===== src/rtl/fsm_responder_pkg.sv =====
// fsm_responder_pkg: shared types and constants for the fsm_responder target.
// Optional build macro used by this slice: FSM_RESPONDER_RAND_WAIT_EN.
package fsm_responder_pkg;

   typedef enum logic [1:0] {
      IDLE = 2'd0,
      WAIT = 2'd1,
      ACK  = 2'd2,
      DONE = 2'd3
   } state_t;

   typedef enum logic [1:0] {
      OP_RD  = 2'd0,
      OP_WR  = 2'd1,
      OP_ERR = 2'd2
   } op_t;

   localparam logic [7:0] LFSR_SEED = 8'hA5;

endpackage


===== src/rtl/fsm_responder_lfsr.sv =====
// resp_lfsr: 8-bit Fibonacci LFSR (taps 8,6,5,4) used to randomise wait states.
// The module only exists when FSM_RESPONDER_RAND_WAIT_EN is defined, so the
// default build carries no LFSR logic at all.
`ifdef FSM_RESPONDER_RAND_WAIT_EN
module resp_lfsr
   import fsm_responder_pkg::*;
(
   input  logic       clk,
   input  logic       resetn,
   output logic [7:0] q
);

   logic feedback;

   assign feedback = q[7] ^ q[5] ^ q[4] ^ q[3];

   // Shift left every edge, feeding the tap parity into bit 0.
   always_ff @(posedge clk or negedge resetn) begin
      if (!resetn) begin
         q <= LFSR_SEED;
      end else begin
         q <= {q[6:0], feedback};
      end
   end

endmodule
`endif


===== src/rtl/fsm_responder.sv =====
// fsm_responder: target-side responder for the idle/read/write request FSM.
// Samples a request from IDLE, waits WAIT_CYCLES, then performs the access on
// a small register array and returns a one-cycle ack (plus err for read+write).
// Define FSM_RESPONDER_RAND_WAIT_EN to add 0..3 pseudo-random extra wait states.
module fsm_responder
   import fsm_responder_pkg::*;
#(
   parameter int ADDR_W      = 4,
   parameter int DATA_W      = 8,
   parameter int WAIT_CYCLES = 2
) (
   input  logic              clk,
   input  logic              resetn,
   input  logic              read,
   input  logic              write,
   input  logic [ADDR_W-1:0] addr,
   input  logic [DATA_W-1:0] wdata,
   output logic              ack,
   output logic [DATA_W-1:0] rdata,
   output logic              busy,
   output logic              err
);

   localparam int DEPTH = 2 ** ADDR_W;
   localparam int CNT_W = $clog2(WAIT_CYCLES + 5);

   state_t            state;
   op_t               op_q;
   logic [ADDR_W-1:0] addr_q;
   logic [DATA_W-1:0] wdata_q;
   logic [CNT_W-1:0]  cnt;
   logic [CNT_W-1:0]  load_val;
   logic              req;
   logic [DATA_W-1:0] mem [DEPTH];

   assign req  = read | write;
   assign busy = (state != IDLE);

`ifdef FSM_RESPONDER_RAND_WAIT_EN
   logic [7:0] lfsr_q;

   resp_lfsr u_lfsr (
      .clk    (clk),
      .resetn (resetn),
      .q      (lfsr_q)
   );

   assign load_val = CNT_W'(WAIT_CYCLES) + CNT_W'(lfsr_q[1:0]);
`else
   assign load_val = CNT_W'(WAIT_CYCLES);
`endif

   // Request FSM: sample in IDLE, count wait states, respond from ACK, then hold in DONE until strobes drop.
   // The ack/err/rdata registers are loaded on the edge that leaves ACK, which places ack
   // WAIT_CYCLES+1 edges after the sampling edge.
   always_ff @(posedge clk or negedge resetn) begin
      if (!resetn) begin
         state   <= IDLE;
         op_q    <= OP_RD;
         addr_q  <= '0;
         wdata_q <= '0;
         cnt     <= '0;
         ack     <= 1'b0;
         err     <= 1'b0;
         rdata   <= '0;
      end else begin
         ack <= 1'b0;
         err <= 1'b0;
         case (state)
            IDLE: begin
               if (req) begin
                  addr_q  <= addr;
                  wdata_q <= wdata;
                  if (read && write) begin
                     op_q <= OP_ERR;
                  end else if (read) begin
                     op_q <= OP_RD;
                  end else begin
                     op_q <= OP_WR;
                  end
                  cnt   <= load_val;
                  state <= (load_val == '0) ? ACK : WAIT;
               end
            end
            WAIT: begin
               if (!req) begin
                  state <= IDLE;
               end else begin
                  cnt <= cnt - CNT_W'(1);
                  if (cnt <= CNT_W'(1)) begin
                     state <= ACK;
                  end
               end
            end
            ACK: begin
               ack <= 1'b1;
               if (op_q == OP_RD) begin
                  rdata <= mem[addr_q];
               end
               if (op_q == OP_ERR) begin
                  err <= 1'b1;
               end
               state <= DONE;
            end
            DONE: begin
               if (!req) begin
                  state <= IDLE;
               end
            end
            default: begin
               state <= IDLE;
            end
         endcase
      end
   end

   // Register array: cleared by reset, written only when a write completes from ACK.
   always_ff @(posedge clk or negedge resetn) begin
      if (!resetn) begin
         for (int i = 0; i < DEPTH; i++) begin
            mem[i] <= '0;
         end
      end else if (state == ACK && op_q == OP_WR) begin
         mem[addr_q] <= wdata_q;
      end
   end

endmodule


===== config.mk =====
export PLATFORM = sky130hd
export DESIGN_NAME = fsm_responder
export DESIGN_NICKNAME = d
export VERILOG_FILES = /design/src/rtl/fsm_responder_pkg.sv /design/src/rtl/fsm_responder_lfsr.sv /design/src/rtl/fsm_responder.sv
export SDC_FILE = /design/constraint.sdc
export NUM_CORES = 1
export LEC_CHECK = 0
export BUFFER_PORTS_ARGS = -buffer_cell sky130_fd_sc_hd__clkbuf_2
export CAP_MARGIN = 40
export CORE_MARGIN = 1
export CORE_UTILIZATION = 27
export DETAILED_ROUTE_END_ITERATION = 8
export GPL_TIMING_DRIVEN = 0
export RECOVER_POWER = 25
export SLEW_MARGIN = 10
export SYNTH_ARGS = -nofsm -noshare
export SYNTH_HDL_FRONTEND = slang
export SYNTH_SLANG_ARGS = --single-unit

===== constraint.sdc =====
create_clock -name clk -period 2 [get_ports clk]
set_input_delay 0.5 -clock clk [delete_from_list [all_inputs] [get_ports clk]]
set_output_delay 0.5 -clock clk [all_outputs]
set_load 0.01 [all_outputs]

* Word level (Yosys, flattened, before mapping)
Cells that the tools add are included.
** Cells by class
- Add/sub/neg operators :: 1
- Multiply operators :: 0
- Divide/modulo/power cells :: 0
- $lt $le $gt $ge :: 3
- Equality and inequality tests :: 9
- Shifts and indexed selects :: 0
- Muxes and demuxes :: 19
- Bitwise logic cells :: 2
- Reduce and logical (&&, ||, !) cells :: 11
** Operators by type and width (count)
- bitwise mux 128 bit :: 1
- binary-select mux 8 bit (select 4 bit) :: 1
- demux 8 bit (select 4 bit) :: 1
- two-way mux 8 bit :: 3
- two-way mux 2 bit :: 5
- case mux 2 bit (4 select lines) :: 1
- == test 2 bit (second input constant) :: 3
- two-way mux 3 bit :: 2
- != test 2 bit (second input constant) :: 3
- case mux 3 bit (2 select lines) :: 1
- AND reduction 3 bit :: 2
- >= comparator 5 bit (second input constant) :: 1
- < comparator 5 x 1 -> 1 bit (second input constant) :: 1
- inverter 4 -> 5 bit :: 1
- == test 2 x 1 -> 1 bit (second input constant) :: 2
- logical NOT 2 bit :: 2
- two-way mux 1 bit :: 4
- AND reduction 2 bit :: 2
- nonzero test 2 bit :: 2
- less-or-equal comparator 3 x 1 -> 1 bit (second input constant) :: 1
- logical AND 1 bit :: 3
- != test 3 bit (second input constant) :: 1
- subtractor 3 x 1 -> 3 bit (second input constant) :: 1
- bitwise OR 1 bit :: 1
** Storage, ports and cells
- Bits in registers :: 157
- Bits in latches :: 0
- Memory bits (writable) :: 0
- Memory bits (read-only) :: 0
- Input bits :: 16
- Output and inout bits :: 11
- Logic and storage cells :: 69
- Memories kept :: 0

* Depth between registers and ports, before layout
- Depth in word-level cells :: 6
- Depth in mapped cells :: 8
- Gate-level depth less buffers :: 5

* Worst setup path before layout
Ideal clock, no wire load.
- Path type :: reg2reg
- From :: register state[0]
- To :: register mem[120] (netlist bit)
- Setup time :: 125 ps
- Arrival :: 1889 ps
- Data required time :: 1875 ps
- Setup slack :: -14 ps
- Cell stages (with the launch flop) :: 8
- Path buffers :: 3
- Clock period less this slack :: 2014 ps
- Path through :: dfrtp_1 > buf_2 > nand4bb_1 > buf_2 > or3_1 > buf_2 > nor3_4 > mux2_2
** Between the ends
- Cells in the longest elaborated chain, start to end :: 2
** Ends and longest elaborated chain
- start: declaration :: RTL line fsm_responder.sv:27 : state_t state;
- start signal: assignment :: RTL line fsm_responder.sv:82 : state <= (load_val == '0) ? ACK : WAIT;
- == test 2 bit :: RTL line fsm_responder.sv:123 : end else if (state == ACK && op_q == OP_WR) begin
- logical AND 1 bit :: RTL line fsm_responder.sv:123
- end signal: indexed assignment :: RTL line fsm_responder.sv:124 : mem[addr_q] <= wdata_q;
- end: declaration :: RTL line fsm_responder.sv:34 : logic [DATA_W-1:0] mem [DEPTH];
No other way between the ends.
A chain may end at the register's enable or synchronous reset.

* Worst setup path after layout
- From :: register addr_q[0]
- To :: register mem[41] (netlist bit)
** Between the ends
- Cells in the longest elaborated chain, start to end :: 6
- Elaborated cells on any way between the ends :: 7
- Classes of those cells :: order compare: 2; mux: 3; bitwise: 1; reduce/logical: 1
** Ends and longest elaborated chain
- start: declaration :: RTL line fsm_responder.sv:29 : logic [ADDR_W-1:0] addr_q;
- start signal: assignment :: RTL line fsm_responder.sv:72 : addr_q <= addr;
- inverter 4 -> 5 bit (implied by the code) * :: RTL line fsm_responder.sv:124
- >= comparator 5 bit (implied by the code) / < comparator 5 x 1 -> 1 bit (equally long branches) :: RTL line fsm_responder.sv:124
- logical AND 1 bit (implied by the code) :: RTL line fsm_responder.sv:124
- two-way mux 8 bit (implied by the code) :: RTL line fsm_responder.sv:124
- demux 8 bit (select 4 bit) * :: RTL line fsm_responder.sv:124
- bitwise mux 128 bit * :: RTL line fsm_responder.sv:124
Mark *: on every way between the ends. The rest lies on a longest branch, timed or not.

==> impl_metrics.py <==
metrics = {
    "run_status": {
        "violations": "capacitance limit, slew limit",
        "run_status": "finished with violations",
    },
    "timing": {
        "skew_ns": 0.0105,
        "post-route-period-util_pct": 99.4,
        "hold_viol_final": 0,
        "slew_violations": 74,
        "holdWs_ns": 0.275,
        "timing.slew.headroom_pct": -11.0,
        "max_freq_mhz": 503,
        "tightest_slew_ns": 1.67,
        "setup_violations": 0,
        "layout_setup_ws_ns": 0.0123,
        "post-route-min-period_ns": 1.99,
        "grt_setup_unrepaired": "true",
    },
    "global_route": {
        "grt_overflow": 0,
        "grt_pass1_wl_um": 27300,
        "antenna_found_initial": 1,
        "grt_pass1_vias": 4675,
        "grt_max_degree": 85,
        "grt_usage_pct": 14.0,
    },
    "clock_network": {
        "clk_pin_slew_ns": 0.06,
        "holdBufCountCts": 0,
        "cts_inserted_buffers": 17,
        "clkSinkCount": 157,
        "clockBufferDepth": 2,
        "clock_latency_ns": 0.43,
        "h-tree-depth": 4,
        "cts_root_buffer": "clkbuf_16",
        "cts_tree": "yes",
    },
    "yosys": {
        "async_reset_ff_share_pct": 100,
        "synth_edf_count": 0,
        "syn_nets": 479,
        "synth.area.top_cells": "dfrtp_1 56%, mux2_2 23%, mux4_2 10%, o21ai_0 1.3%, nor2b_1 0.89%",
        "ys_types": 36,
        "synthXorXnorAreaFrac_pct": 0,
        "syn_area_um2": 7010,
        "syn_inst": 461,
        "avgSynthCellArea_um2": 15.2,
        "synth_adder_area_share_pct": 0.357,
        "ys_warn_count": 0,
        "synth_compound_area_share_pct": 2.94,
        "synth_top_family_by_area": "multiplexers",
        "yosys_most_used_dff": "dfrtp_1",
        "yosysTopAreaCellShare_pct": 56.0,
        "synth-simple-area-share_pct": 4.66,
        "synth_common_cells": "157 x dfrtp_1, 145 x mux2_2, 31 x mux4_2",
        "synth-seq-area-share_pct": 56.0,
        "synthMuxAreaShare_pct": 33.7,
        "yosysMostFrequentCell": "dfrtp_1",
        "yosys.area.top_type": "dfrtp_1",
        "synth-seq-cells": 157,
    },
    "min_path": {
        "worstHoldPathType": "input port to flip-flop",
    },
    "layout": {
        "layout-drive-gt1-share_pct": 54.8,
        "finalNonFillerCells": 856,
        "fill_cells": 2362,
        "final_nets": 531,
        "seq_area_um2": 3930,
        "diodes": 0,
        "multiInputGateArea_um2": 3130,
        "areaGrowthSynthToFinish_pct": 22.7,
    },
    "placed_design": {
        "portBuffers": 26,
        "pre_cts_slack_ns": -0.580,
        "hpwlAfterDp_um": 11400,
        "routabilityCongestion": 0.768,
        "post-place-cells": 819,
    },
    "detailed_routing": {
        "viasPerCell": 4.82,
        "wirelength_um": 17100,
        "vias": 4125,
        "ant_nets": 0,
        "drc": 0,
        "drt-pass1-iter-count": 4,
        "post_drt_wl_per_cell_um": 19.9,
        "drt_iter0_markers": 294,
    },
    "worst_setup_path": {
        "cp.buffers_inverters": 3,
        "required_ns": 2.31,
        "slowest_stage": "dfrtp_1",
        "critical_path_class": "flip-flop to flip-flop",
        "end_kind": "flip-flop",
        "crit_chain": "buf_12 > buf_8 > buf_6 > nor3_4 > nand2_2 > mux2_2",
        "cp-start-kind": "flip-flop",
        "cp.arrival_ns": 2.30,
        "cp_slowest_stage_delay_ns": 0.39,
        "cp_top_family": "simple AND/OR/NAND/NOR gates",
        "timing.critical_path.fanout_max": 11,
    },
    "floorplanning": {
        "die_area_um2": 26600,
        "start_util_pct": 27.7,
        "chipHeight_um": 163,
        "die_w_um": 163,
        "num_rows": 58,
        "core-area_um2": 25300,
        "ios": 27,
    },
    "power_and_ir_drop": {
        "power_leakage_nw": 3.99,
        "p_per_area_nw_per_um2": 1430,
        "peakVddDrop_uv": 566,
        "clkPwrFrac_pct": 26.3,
        "p_seq_share_pct": 41.7,
        "power.total_mw": 12.3,
        "swShare_pct": 32.5,
        "power.internal_mw": 8.32,
        "p_sw_mw": 4.01,
        "p_comb_share_pct": 32.0,
    },
    "job": {
        "maxCapViolCount": 1,
    },
}
worst reg2reg max path: cells and delay by family, from the launching register on:
family | cells | cell delay, ns
buf+inv | 3 | 0.51
simple gates | 2 | 0.63
flops | 1 | 0.39
mux | 1 | 0.35
power groups by stage:
stage               clock (mW)  sequential, mW  combinational (mW)
finish                    3.24            5.14                3.95
global route              3.45            5.28                4.28
detailed placement           0            5.08                3.69
CTS                       3.31            5.12                3.85
global placement             0            4.97                3.50
floorplan                    0            4.78                2.69
registers in the layout (all words and copies together) (netlist names), named ones only:
signal   count
wdata_q      8
ack          1
rdata        8
cnt          3
mem        128
state        1
op_q         2
err          1
addr_q       4
layer usage:
layer  global-route usage, %  part of all wire (%)
met2                    23.6                    52
met5                       0                 0.053
met4                    7.05                   2.8
met3                    2.36                   3.0
met1                    17.3                    42
timing repair:
action	4_1_cts	5_1_grt
pin swaps	5	2
setup buffers	8	1
cloned	0	1
resized for setup	58	15
endpoints found under the setup margin	136	100
cell families (layout without fill, tap and decap cells):
family	count (synthesis)	count (layout)
AO/OA/AOI/OAI	34	34
AND/OR/NAND/NOR	54	54
buffers and inverters	35	100
flip-flops	157	157
multiplexers	179	179
adder cells (fa/ha/maj)	2	2
stage by stage:
stage,TNS (ns),utilization (%),area [um^2]
CTS,-1.54,33.6,8510
global route,-1.27,34.0,8600
global placement,-359.68,29.8,7560
floorplan,-0.132,-,7020
detailed placement,-38.72,30.1,7620
finish,0,34.0,8600
path summary, 6_finish.rpt:
kind	cells past startpoint	startpoint	endpoint	slack, ns
worst max-delay path	6	addr_q[0]	mem[41]	0.01
worst min-delay path	2	read	op_q[0]	0.27
worst max register to register	6	addr_q[0]	mem[41]	0.01
worst min register to register	1	op_q[0]	err	0.50
max in group asynchronous	2	resetn	mem[29]	0.36
min in group asynchronous	1	resetn	cnt[2]	0.52
layout make-up:
type | instances | area share [%]
Buffer | 22 | 1.99
Clock buffer | 21 | 5.47
Clock inverter | 11 | 1.51
Inverter | 8 | 0.349
Multi-Input combinational cell | 269 | 36.4
Sequential cell | 157 | 45.7
Tap cell | 330 | 4.80
Timing Repair Buffer | 38 | 3.81
cells in the final DEF, fill, tap and decap left out, types with 5 or more instances in the layout:
cell type / n
mux4_2: 31
buf_12: 7
inv_1: 8
mux2_4: 24
a22oi_1: 6
clkbuf_16: 18
dfrtp_1: 155
nor2b_1: 9
nand2_1: 7
mux2_2: 122
buf_6: 6
nor2_1: 5
clkbuf_2: 27
clkbuf_1: 10
nand2_2: 7
o21ai_0: 18
nor3_4: 5
Power figures use the tool's default switching activity.
